## src/rtl/rsa_pkg.sv

```systemverilog
// Shared types and constants for the RSA modular-exponentiation scheduler.
package rsa_pkg;

   typedef enum logic [2:0] {IDLE, ISSUE, BUSY, HOLD, RESP} state_t;

   localparam int unsigned PORT_ENC      = 0;
   localparam int unsigned PORT_DEC      = 1;
   localparam int unsigned FIXED_LAT_DEF = 64;

endpackage

```

## src/rtl/rr_arb2.sv

```systemverilog
// Two-way round-robin arbiter; on a tie the grant goes to the port not granted last.
module rr_arb2
   import rsa_pkg::*;
(
   input  logic       clk,
   input  logic       rst_n,
   input  logic [1:0] valid,
   input  logic       enable,
   output logic [1:0] grant
);

   logic last_grant_q;
   logic last_grant_d;

   always_comb begin
      grant = '0;
      if (valid[PORT_ENC] && valid[PORT_DEC]) begin
         if (last_grant_q) grant[PORT_ENC] = 1'b1;
         else              grant[PORT_DEC] = 1'b1;
      end else begin
         grant = valid;
      end

      last_grant_d = last_grant_q;
      if (enable && (grant != '0)) last_grant_d = grant[PORT_DEC];
   end

   always_ff @(posedge clk or negedge rst_n) begin
      if (!rst_n) last_grant_q <= 1'b1;
      else        last_grant_q <= last_grant_d;
   end

endmodule

```

## src/rtl/rsa_modexp_sched.sv

```systemverilog
// Shares one modexp engine between the encrypt and decrypt ports, with optional
// constant-time padding of the response to FIXED_LAT cycles after ISSUE.
module rsa_modexp_sched
   import rsa_pkg::*;
#(
   parameter int unsigned WIDTH     = 8,
   parameter int unsigned FIXED_LAT = FIXED_LAT_DEF
) (
   input  logic               clk,
   input  logic               rst_n,
   input  logic               const_time,
   input  logic               req0_valid,
   output logic               req0_ready,
   input  logic [2*WIDTH-1:0] req0_base,
   input  logic [2*WIDTH-1:0] req0_exp,
   input  logic [2*WIDTH-1:0] req0_mod,
   input  logic               req1_valid,
   output logic               req1_ready,
   input  logic [2*WIDTH-1:0] req1_base,
   input  logic [2*WIDTH-1:0] req1_exp,
   input  logic [2*WIDTH-1:0] req1_mod,
   output logic               rsp0_valid,
   output logic [2*WIDTH-1:0] rsp0_data,
   output logic               rsp0_err,
   output logic               rsp1_valid,
   output logic [2*WIDTH-1:0] rsp1_data,
   output logic               rsp1_err,
   output logic               eng_start,
   output logic [2*WIDTH-1:0] eng_base,
   output logic [2*WIDTH-1:0] eng_exp,
   output logic [2*WIDTH-1:0] eng_mod,
   input  logic               eng_done,
   input  logic [2*WIDTH-1:0] eng_result,
   output logic               overrun
);

   localparam int unsigned DW     = 2 * WIDTH;
   localparam logic [15:0] LAT    = 16'(FIXED_LAT);
   localparam logic [15:0] LAT_M1 = 16'(FIXED_LAT - 1);

   state_t        state_q, state_d;
   logic          port_q, port_d;
   logic          ct_q, ct_d;
   logic          err_q, err_d;
   logic          overrun_q, overrun_d;
   logic [DW-1:0] base_q, base_d, exp_q, exp_d, mod_q, mod_d;
   logic [DW-1:0] res_q, res_d, data0_q, data0_d, data1_q, data1_d;
   logic [15:0]   cyc_q, cyc_d, cyc_inc;
   logic [1:0]    grant;
   logic          accept, mod_small, done;

   rr_arb2 u_arb (
      .clk    (clk),
      .rst_n  (rst_n),
      .valid  ({req1_valid, req0_valid}),
      .enable (state_q == IDLE),
      .grant  (grant)
   );

   assign accept    = (state_q == IDLE) && (grant != '0);
   assign mod_small = (mod_q[DW-1:1] == '0);
   assign done      = mod_small || eng_done;
   assign cyc_inc   = (cyc_q == 16'hFFFF) ? cyc_q : cyc_q + 16'd1;

   // cyc is zeroed on acceptance so it reads k in the k-th cycle after ISSUE;
   // HOLD exits at FIXED_LAT-1 so RESP lands exactly at cyc == FIXED_LAT.
   always_comb begin
      state_d   = state_q;
      port_d    = port_q;
      ct_d      = ct_q;
      base_d    = base_q;
      exp_d     = exp_q;
      mod_d     = mod_q;
      res_d     = res_q;
      err_d     = err_q;
      cyc_d     = cyc_q;
      overrun_d = overrun_q;
      data0_d   = data0_q;
      data1_d   = data1_q;
      unique case (state_q)
         IDLE: begin
            if (accept) begin
               port_d  = grant[PORT_DEC];
               base_d  = grant[PORT_DEC] ? req1_base : req0_base;
               exp_d   = grant[PORT_DEC] ? req1_exp  : req0_exp;
               mod_d   = grant[PORT_DEC] ? req1_mod  : req0_mod;
               ct_d    = const_time;
               cyc_d   = '0;
               state_d = ISSUE;
            end
         end
         ISSUE: begin
            cyc_d   = cyc_inc;
            res_d   = '0;
            err_d   = mod_small;
            state_d = BUSY;
         end
         BUSY: begin
            cyc_d = cyc_inc;
            if (eng_done && !mod_small) begin
               res_d = eng_result;
               err_d = 1'b0;
            end
            if (done) begin
               if (!ct_q || (cyc_q >= LAT_M1)) state_d = RESP;
               else                            state_d = HOLD;
            end else if (ct_q && (cyc_q >= LAT)) begin
               overrun_d = 1'b1;
            end
         end
         HOLD: begin
            cyc_d = cyc_inc;
            if (cyc_q >= LAT_M1) state_d = RESP;
         end
         RESP: begin
            if (port_q) data1_d = res_q;
            else        data0_d = res_q;
            state_d = IDLE;
         end
         default: state_d = IDLE;
      endcase
   end

   always_ff @(posedge clk or negedge rst_n) begin
      if (!rst_n) begin
         state_q   <= IDLE;
         port_q    <= 1'b0;
         ct_q      <= 1'b0;
         err_q     <= 1'b0;
         overrun_q <= 1'b0;
         base_q    <= '0;
         exp_q     <= '0;
         mod_q     <= '0;
         res_q     <= '0;
         data0_q   <= '0;
         data1_q   <= '0;
         cyc_q     <= '0;
      end else begin
         state_q   <= state_d;
         port_q    <= port_d;
         ct_q      <= ct_d;
         err_q     <= err_d;
         overrun_q <= overrun_d;
         base_q    <= base_d;
         exp_q     <= exp_d;
         mod_q     <= mod_d;
         res_q     <= res_d;
         data0_q   <= data0_d;
         data1_q   <= data1_d;
         cyc_q     <= cyc_d;
      end
   end

   assign req0_ready = (state_q == IDLE) && grant[PORT_ENC];
   assign req1_ready = (state_q == IDLE) && grant[PORT_DEC];
   assign rsp0_valid = (state_q == RESP) && !port_q;
   assign rsp1_valid = (state_q == RESP) && port_q;
   assign rsp0_data  = rsp0_valid ? res_q : data0_q;
   assign rsp1_data  = rsp1_valid ? res_q : data1_q;
   assign rsp0_err   = rsp0_valid && err_q;
   assign rsp1_err   = rsp1_valid && err_q;
   assign eng_start  = (state_q == ISSUE) && !mod_small;
   assign eng_base   = base_q;
   assign eng_exp    = exp_q;
   assign eng_mod    = mod_q;
   assign overrun    = overrun_q;

endmodule

```

## config.mk

```make
export PLATFORM = sky130hd
export DESIGN_NAME = rsa_modexp_sched
export DESIGN_NICKNAME = d
export VERILOG_FILES = /design/src/rtl/rsa_pkg.sv /design/src/rtl/rr_arb2.sv /design/src/rtl/rsa_modexp_sched.sv
export SDC_FILE = /design/constraint.sdc
export NUM_CORES = 1
export LEC_CHECK = 0
export ABC_AREA = 1
export CAP_MARGIN = 20
export CORE_UTILIZATION = 30
export DETAILED_ROUTE_END_ITERATION = 7
export GPL_TIMING_DRIVEN = 0
export PLACE_DENSITY = 0.59
export SLEW_MARGIN = 20
export SYNTH_ARGS = -nofsm -noshare
export SYNTH_HDL_FRONTEND = slang
export SYNTH_HIERARCHICAL = 1
export SYNTH_SLANG_ARGS = --single-unit
```

## constraint.sdc

```tcl
create_clock -name clk -period 4.2 [get_ports clk]
set_input_delay 0.84 -clock clk [delete_from_list [all_inputs] [get_ports clk]]
set_output_delay 0.84 -clock clk [all_outputs]
set_load 0.1 [all_outputs]
```

# Word level (Yosys, flattened, before mapping)

Cells that the tools add are included.

Equal/unequal tests: 10
Bitwise gates (word level): 2
Magnitude comparators: 2
Multiplexer cells: 20
Reductions and logical operators: 29
Add/sub/neg operators: 1

Operators by type and width:

| cell                                                                                 | number |
|---|---|
| 16-bit 2-to-1 mux                                                                    | 8 |
| 16-bit case mux with 2 select lines                                                  | 2 |
| 16-bit by 1-bit adder with 16-bit output, second input constant                      | 1 |
| 16-bit == test, second input constant                                                | 1 |
| 16-bit by 6-bit greater-or-equal comparator with 1-bit output, second input constant | 1 |
| 16-bit by 7-bit greater-or-equal comparator with 1-bit output, second input constant | 1 |
| 15-bit logical NOT                                                                   | 1 |
| 3-bit 2-to-1 mux                                                                     | 4 |
| 3-bit case mux with 4 select lines                                                   | 1 |
| 1-bit logical AND                                                                    | 11 |
| 2-bit != test, second input constant                                                 | 5 |
| 3-bit AND reduction                                                                  | 3 |
| 2-bit AND reduction                                                                  | 4 |
| 3-bit by 2-bit == test with 1-bit output, second input constant                      | 2 |
| 2-bit nonzero test                                                                   | 3 |
| 3-bit by 1-bit == test with 1-bit output, second input constant                      | 1 |
| 3-bit == test, second input constant                                                 | 1 |
| 1-bit logical NOT                                                                    | 3 |
| 3-bit logical NOT                                                                    | 1 |
| 1-bit 2-to-1 mux                                                                     | 3 |
| 3-bit OR reduction                                                                   | 1 |
| 1-bit logical OR                                                                     | 2 |
| 2-bit 2-to-1 mux                                                                     | 1 |
| 1-bit inverter                                                                       | 2 |
| 1-bit case mux with 2 select lines                                                   | 1 |

Bits in registers: 120
Bits of input ports: 118
Word-level logic and storage cells: 77
Output and inout bits: 88

# Depth between registers and ports, before layout

Gate-level depths: netlist (run 1).

Depth in word-level cells: 6
Depth in mapped cells: 10
Mapped depth without buffers: 9

# Cells and area by module

Netlist (run 1), hierarchy kept.

By module, submodules not included:

| module           | times used | cells an instance | area an instance (sq um) |
|---|---|---|---|
| rsa_modexp_sched | 1          | 652               | 5445.2 |
| rr_arb2          | 1          | 8                 | 61.3 |

# Worst setup path after synthesis (run 1)

Ideal clock, no wire load.

Path kind: register to output
From: register state_q[0]
To: output port rsp1_data[0]
Data required time: 3360 ps
Data arrival time: 4643 ps
Cell stages (with the launch flop): 7
Path slack: -1283 ps
Cell sequence: dfrtp_1 nor2_1 nand2_1 nor2_1 inv_1 clkbuf_1 o21ai_0

Word-level cells in the longest chain between the ends: 3

Ends and longest elaborated chain:

| item                     | line                    | text |
|---|---|---|
| start: declaration       | rsa_modexp_sched.sv:41  | `state_t state_q, state_d;` |
| start signal: assignment | rsa_modexp_sched.sv:139 | `state_q <= state_d;` |
| 3-bit == test            | rsa_modexp_sched.sv:157 | `assign rsp1_valid = (state_q == RESP) && port_q;` |
| 1-bit logical AND        | rsa_modexp_sched.sv:157 |  |
| net rsp1_valid           | rsa_modexp_sched.sv:25  | `output logic rsp1_valid,` |
| 16-bit 2-to-1 mux        | rsa_modexp_sched.sv:159 | `assign rsp1_data = rsp1_valid ? res_q : data1_q;` |
| end: declaration         | rsa_modexp_sched.sv:26  | `output logic [2*WIDTH-1:0] rsp1_data,` |

The timed path passes the listed nets, and every way through them passes these cells.

# Final worst setup path (run 1)

From: register state_q[0]
To: output port rsp0_err

Word-level cells in the longest chain between the ends: 3

Ends and longest elaborated chain:

| item              | line                    | text |
|---|---|---|
| 3-bit == test     | rsa_modexp_sched.sv:156 | `assign rsp0_valid = (state_q == RESP) && !port_q;` |
| 1-bit logical AND | rsa_modexp_sched.sv:156 |  |
| 1-bit logical AND | rsa_modexp_sched.sv:160 | `assign rsp0_err = rsp0_valid && err_q;` |
| end: declaration  | rsa_modexp_sched.sv:24  | `output logic rsp0_err,` |

No other way between the ends.

==> flow_summary.ini, run 1 <==
[clocking]
cts_buffers = 17
clock_latency_ns = 0.42
cts_sinks = 120
cts_hold_buf = 0
cts_root_buf = clkbuf_16
htreeDepth = 4
clkTransAtPathRegs_ns = 0.06
cts_tree = done
cts_max_path_buffers = 2

[place]
place.port_buffers = 205
place_area_um2 = 7870
dpl.hpwl_um = 12400
gp_congestion = 0.856

[final_layout]
nets = 1005
multi_input_area_um2 = 2190
antennaDiodeCount = 0
drive_gt1_frac = 0.0768
regArea_um2 = 3000
fill_cells = 1694
area_growth_syn_to_layout_pct = 54.7
fin_area_um2 = 8520

[sta]
tightest_slew_ns = 1.07
clock.fmax_ghz = 0.252
period_needed_ns = 3.96
hold_ws_ns = 0.441
finClkSkew_ns = 0.00755
drv_slew = 0
maxSlewHeadroom = 0.287
setup_violations = 0
final_hold_viol_count = 0
period_share = 0.944
grt_setup_unrepaired = false

[logic_synthesis]
seq_area_frac_synth = 0.546
yosys_register_bits = 120
avgSynthCellArea_um2 = 8.34
yosys_warnings = 6
syn-num-nets = 780
synthesis.area_um2 = 5510
synth_cell_types = 31
postSynthCellCount = 660

[critical_path]
startpoint_type = register
required_ns = 3.36
r2r_cells = 5
endpoint_kind = primary output
critical_path_arrival_ns = 3.12
setup.worst_path.class = register to primary output
r2r-end = eng_base[2]
critPathMaxFanout = 10
r2r_start = u_arb/last_grant_q
startpoint = state_q[0]
r2r_slack_ns = 2.18

[hold_path]
hold_path_class = input port to async pin

[grt]
grt_max_degree = 75
grt_pass1_vias = 5155
antenna_found_initial = 0
use_met1 = 0.235
met2_usage = 0.302
grt_overflow_total = 0
gr-usage-all-layers = 0.189
met3_usage = 0.0736
top_usage_layer = met2
grt_pass1_wl_um = 26800

[power_and_ir_drop]
p_leak_nw = 4.20
vdd_drop_max_mv = 0.551
powerDensity_nw_per_um2 = 932

[die]
die_area_um2 = 18900
placementRows = 49
initial_core_util = 0.307
die_w_um = 137
dieHeight_um = 137
pin_count = 206
design.core.area_um2 = 18000

[route]
drc = 0
drtIter0Drc = 175
num_vias = 5203
post_drt_wl_per_cell_um = 14.9
routed_wl_um = 16800
viasPerCell = 4.62
drt_first_pass_iters = 4
postRouteAntennaNets = 0

[outcome]
status = complete, no violations

[job]
max_cap_viol_count = 0
## cell usage after synthesis (all sizes together)
| cell type | instances | area (um2) |
|---|---|---|
| a21oi | 2 | 10.0 |
| inv | 41 | 154 |
| or2 | 1 | 6.26 |
| o22ai | 3 | 18.8 |
| nor2 | 143 | 557 |
| nand3 | 38 | 195 |
| nor2b | 1 | 6.26 |
| ha | 2 | 25.0 |
| xor2 | 7 | 61.3 |
| nand2 | 151 | 577 |
| dfrtp | 119 | 2980 |
| nor3 | 1 | 5.00 |
| nand4 | 2 | 12.5 |
| buf | 16 | 95.1 |
| dfstp | 1 | 26.3 |
| clkbuf | 17 | 63.8 |
| o21ai | 62 | 318 |
| a21boi | 2 | 15.0 |
| o31ai | 48 | 360 |
| o21bai | 3 | 22.5 |
## kinds of logic after synthesis
group,after synthesis,share of synthesized area
XOR/XNOR,7,0.0111
AND/OR/NAND/NOR,337,0.247
AO/OA/AOI/OAI,120,0.135
flip-flops,120,0.546
adder cells (fa/ha/maj),2,0.00454
buffers and inverters,74,0.0568
## where the power goes
part           total, mW  switching (mW)  internal (mW)
Combinational       4.65            3.56           1.09
Clock               1.41           0.578          0.828
Sequential          1.88           0.263           1.62
## repair_timing
item | 4_1_cts | 5_1_grt
setup buffers | 0 | 0
endpoints found under the setup margin | 1 | 33
gates resized for setup | 1 | 34
hold endpoints to repair | 0 | 0
## layout make-up
| class | instances | share of cell area |
|---|---|---|
| clock buffers | 18 | 0.0504 |
| clock inverters | 14 | 0.0163 |
| well taps | 229 | 0.0336 |
| multi-input cells | 466 | 0.257 |
| repair buffers | 206 | 0.253 |
| inverters | 41 | 0.0181 |
| flip-flops and latches | 120 | 0.353 |
| plain buffers | 33 | 0.0187 |
## placed cells by master (no fill, tap or decap), types with 6 or more instances in the layout
| cell type | count |
|---|---|
| clkdlybuf4s50_1 | 171 |
| nand2_1 | 147 |
| nor2_1 | 137 |
| dfrtp_1 | 119 |
| o31ai_1 | 48 |
| o21ai_1 | 38 |
| nand3_1 | 37 |
| inv_1 | 36 |
| dlymetal6s2s_1 | 32 |
| o21ai_0 | 22 |
| clkbuf_1 | 18 |
| clkbuf_16 | 17 |
| buf_2 | 10 |
| xor2_1 | 7 |
| inv_6 | 6 |
## how the worst max path moves through the flow
stage | slack, ns | endpoint | depth (start not counted)
floorplan | -0.54 | rsp1_data[10] | 6
global placement | -2.63 | eng_exp[8] | 1
detailed placement | -0.24 | req1_ready | 6
CTS | 0.05 | req1_ready | 6
global route | 0.00009 | rsp0_err | 7
finish | 0.24 | rsp0_err | 7
## critical path: stages, from the launching register on
cell             delay [ns]
dfrtp_1                0.41
nor2_1                 0.18
nand2_1                0.10
nor2_1                 0.23
inv_1                  0.16
clkbuf_1               0.31
nor2_1                 0.16
clkdlybuf4s50_1        1.14
## state kept, by name, summed over array words and instances (netlist names)
| register | count |
|---|---|
| cyc_q | 16 |
| data0_q | 16 |
| data1_q | 16 |
| eng_base | 16 |
| eng_exp | 16 |
| eng_mod | 16 |
| res_q | 16 |
| state_q | 3 |
| ct_q | 1 |
| err_q | 1 |
| overrun | 1 |
| port_q | 1 |
| u_arb/last_grant_q | 1 |
## metal layers
layer	part of all wire	wire length [um]
met1	0.43	7240
met2	0.48	8050
met3	0.079	1330
met4	0.013	216
met5	0	0
## through the flow
step / setup WS [ns] / TNS (ns) / std cells / power [mW] / util
2_1_floorplan: -0.537 / -18.02 / 660 / 5.35 / -
3_3_place_gp: -2.63 / -312.79 / 1094 / 6.57 / 0.437
3_5_place_dp: -0.237 / -0.237 / 1095 / 6.59 / 0.438
4_1_cts: 0.0525 / 0 / 1127 / 8.03 / 0.470
5_1_grt: 0.0000868 / 0 / 1127 / 8.37 / 0.474
6_report: 0.236 / 0 / 1127 / 7.94 / 0.474
No activity file was read; power rests on OpenSTA's default activity.
==> inputs of run 2 (changes only) <==
--- a/config.mk
+++ b/config.mk
@@ -7,10 +7,14 @@
 export LEC_CHECK = 0
 export ABC_AREA = 1
 export CAP_MARGIN = 20
+export CELL_PAD_IN_SITES_DETAIL_PLACEMENT = 2
+export CELL_PAD_IN_SITES_GLOBAL_PLACEMENT = 2
 export CORE_UTILIZATION = 30
+export CTS_BUF_LIST = sky130_fd_sc_hd__clkbuf_2 sky130_fd_sc_hd__clkbuf_4 sky130_fd_sc_hd__clkbuf_8
 export DETAILED_ROUTE_END_ITERATION = 7
+export DONT_BUFFER_PORTS = 1
 export GPL_TIMING_DRIVEN = 0
-export PLACE_DENSITY = 0.59
+export PLACE_DENSITY = 0.7
 export SLEW_MARGIN = 20
 export SYNTH_ARGS = -nofsm -noshare
 export SYNTH_HDL_FRONTEND = slang
==> run 2 against run 1 <==
Count of clock-buffer cells in the layout rose by 1. Critical path depth rose by 1. Highest routed layer unchanged. Global-route usage rose by 5.1 points. Utilization fell by 6.9 points. Via count down 1.3%. Maximum frequency is 3.8% lower.
==> flow_summary.ini, run 2 (same netlist as run 1, synthesis figures left out) <==
[outcome]
status = complete, no violations

[place]
dpl.hpwl_um = 16600
gp_congestion = 0.804
place.port_buffers = 0

[sta]
period_needed_ns = 4.12
drv_slew = 0
finClkSkew_ns = 0.0110
setup_violations = 0
final_hold_viol_count = 0
tightest_slew_ns = 1.15
grt_setup_unrepaired = true
clock.fmax_ghz = 0.243
maxSlewHeadroom = 0.231
period_share = 0.982

[die]
die_w_um = 137
pin_count = 206
dieHeight_um = 137
initial_core_util = 0.307
die_area_um2 = 18900
placementRows = 49
design.core.area_um2 = 18000

[final_layout]
drive_gt1_frac = 0.176
fill_cells = 1967
fin_util = 0.406
final_common_cell = nand2_1
antennaDiodeCount = 0
layout.cells.most_common_list = nand2_1, nor2_1, dfrtp_1
area_growth_syn_to_layout_pct = 32.3
nets = 861

[grt]
gr-usage-all-layers = 0.240
antenna_found_initial = 0
grt_pass1_wl_um = 33200
grt_overflow_total = 0
grt_pass1_vias = 5913
grt_max_degree = 121

[route]
viasPerCell = 5.23
postRouteAntennaNets = 0
drt_first_pass_iters = 4
post_drt_wl_per_cell_um = 22.3
drtIter0Drc = 173
num_vias = 5137
routed_wl_um = 21900
drc = 0

[clocking]
cts_max_path_buffers = 2
clkTransAtPathRegs_ns = 0.08
cts_sinks = 120
clock_latency_ns = 0.44
cts.repair.resized = 0
htreeDepth = 4
post_cts_buffers = 0
cts_tree = done
cts_hold_buf = 0
cts_buffers = 17
cts_root_buf = clkbuf_8

[critical_path]
critPathSlowestCell = o21ai_2
endpoint_kind = primary output
crit_buf_inv = 4
critPathTopFamily = compound AO/OA/AOI/OAI gates
critPathMaxFanout = 10
critical_path_arrival_ns = 3.28
worst_path_largest_cell_delay_ns = 0.99
required_ns = 3.36
startpoint_type = register
setup.worst_path.class = register to primary output
crit_chain = nor2_1, nand2_1, nor2_2, buf_16, buf_1, inv_1, clkbuf_1, o21ai_2

[hold_path]
hold_path_class = input port to async pin

[job]
max_cap_viol_count = 0
==> run 2: changes by cell type in the layout (fill, tap and decap cells not counted), sizes merged <==
cell	previous run	this run
clkinv	3	2
clkdlybuf4s50	171	0
buf	18	78
bufinv	1	4
inv	48	45
dlymetal6s2s	32	0
==> run 2: layer usage <==
| layer | track usage | vias to the layer above | part of all wire |
|---|---|---|---|
| met5 | 0 | - | 0 |
| met4 | 0.121 | 0 | 0.038 |
| met3 | 0.0655 | 48 | 0.060 |
| met2 | 0.441 | 176 | 0.53 |
| met1 | 0.247 | 2592 | 0.37 |
| li1 | - | 2321 | - |
==> run 2: layout make-up <==
cell class / count / area, um2 / area share
clock inverter: 13 / 191 / 0.0263
timing repair buffer: 62 / 875 / 0.120
clock buffer: 19 / 262 / 0.0359
buffer: 33 / 159 / 0.0218
inverter: 41 / 154 / 0.0211
multi-input combinational: 466 / 2350 / 0.323
sequential: 120 / 3000 / 0.412
tap: 229 / 287 / 0.0393
==> run 2: final timing paths <==
path                                    start                 end  slack, ns  cells after the start
max                                state_q[0]        rsp0_data[4]       0.08                      8
min                                     rst_n            cyc_q[7]       0.09                      0
max reg2reg                        state_q[0]          data0_q[4]       1.12                      9
min reg2reg                u_arb/last_grant_q  u_arb/last_grant_q       0.49                      2
max in group asynchronous               rst_n  u_arb/last_grant_q       3.86                      0
min in group clk           u_arb/last_grant_q  u_arb/last_grant_q       0.49                      2
==> run 2: per-stage QoR <==
stage                      TNS, ns  std cells  setup WS (ns)  instance area, um2  hold slack (ns)
after detailed placement         0        951          0.549                6810            0.474
after floorplan             -18.02        660         -0.537                5510            0.452
after global placement      -45.98        889          -1.05                5790            0.466
after global routing        -0.406        983        -0.0680                7280           0.0634
after CTS                 -0.00125        983       -0.00125                7270           0.0592
final                            0        983         0.0774                7280           0.0937
==> run 2: worst reg2reg max path: stages (launching register included) <==
cell and delay, ns:
dfrtp_1 0.44, nor2_1 0.22, nand2_1 0.14, nor2_2 0.21, buf_16 0.21, buf_1 0.13, inv_1 0.13, clkbuf_1 0.37
o21ai_2 1.00, buf_1 0.18
Power of run 2 is not shown: default switching activity piles up to over one toggle a cycle in this logic, so the estimate is an artifact.
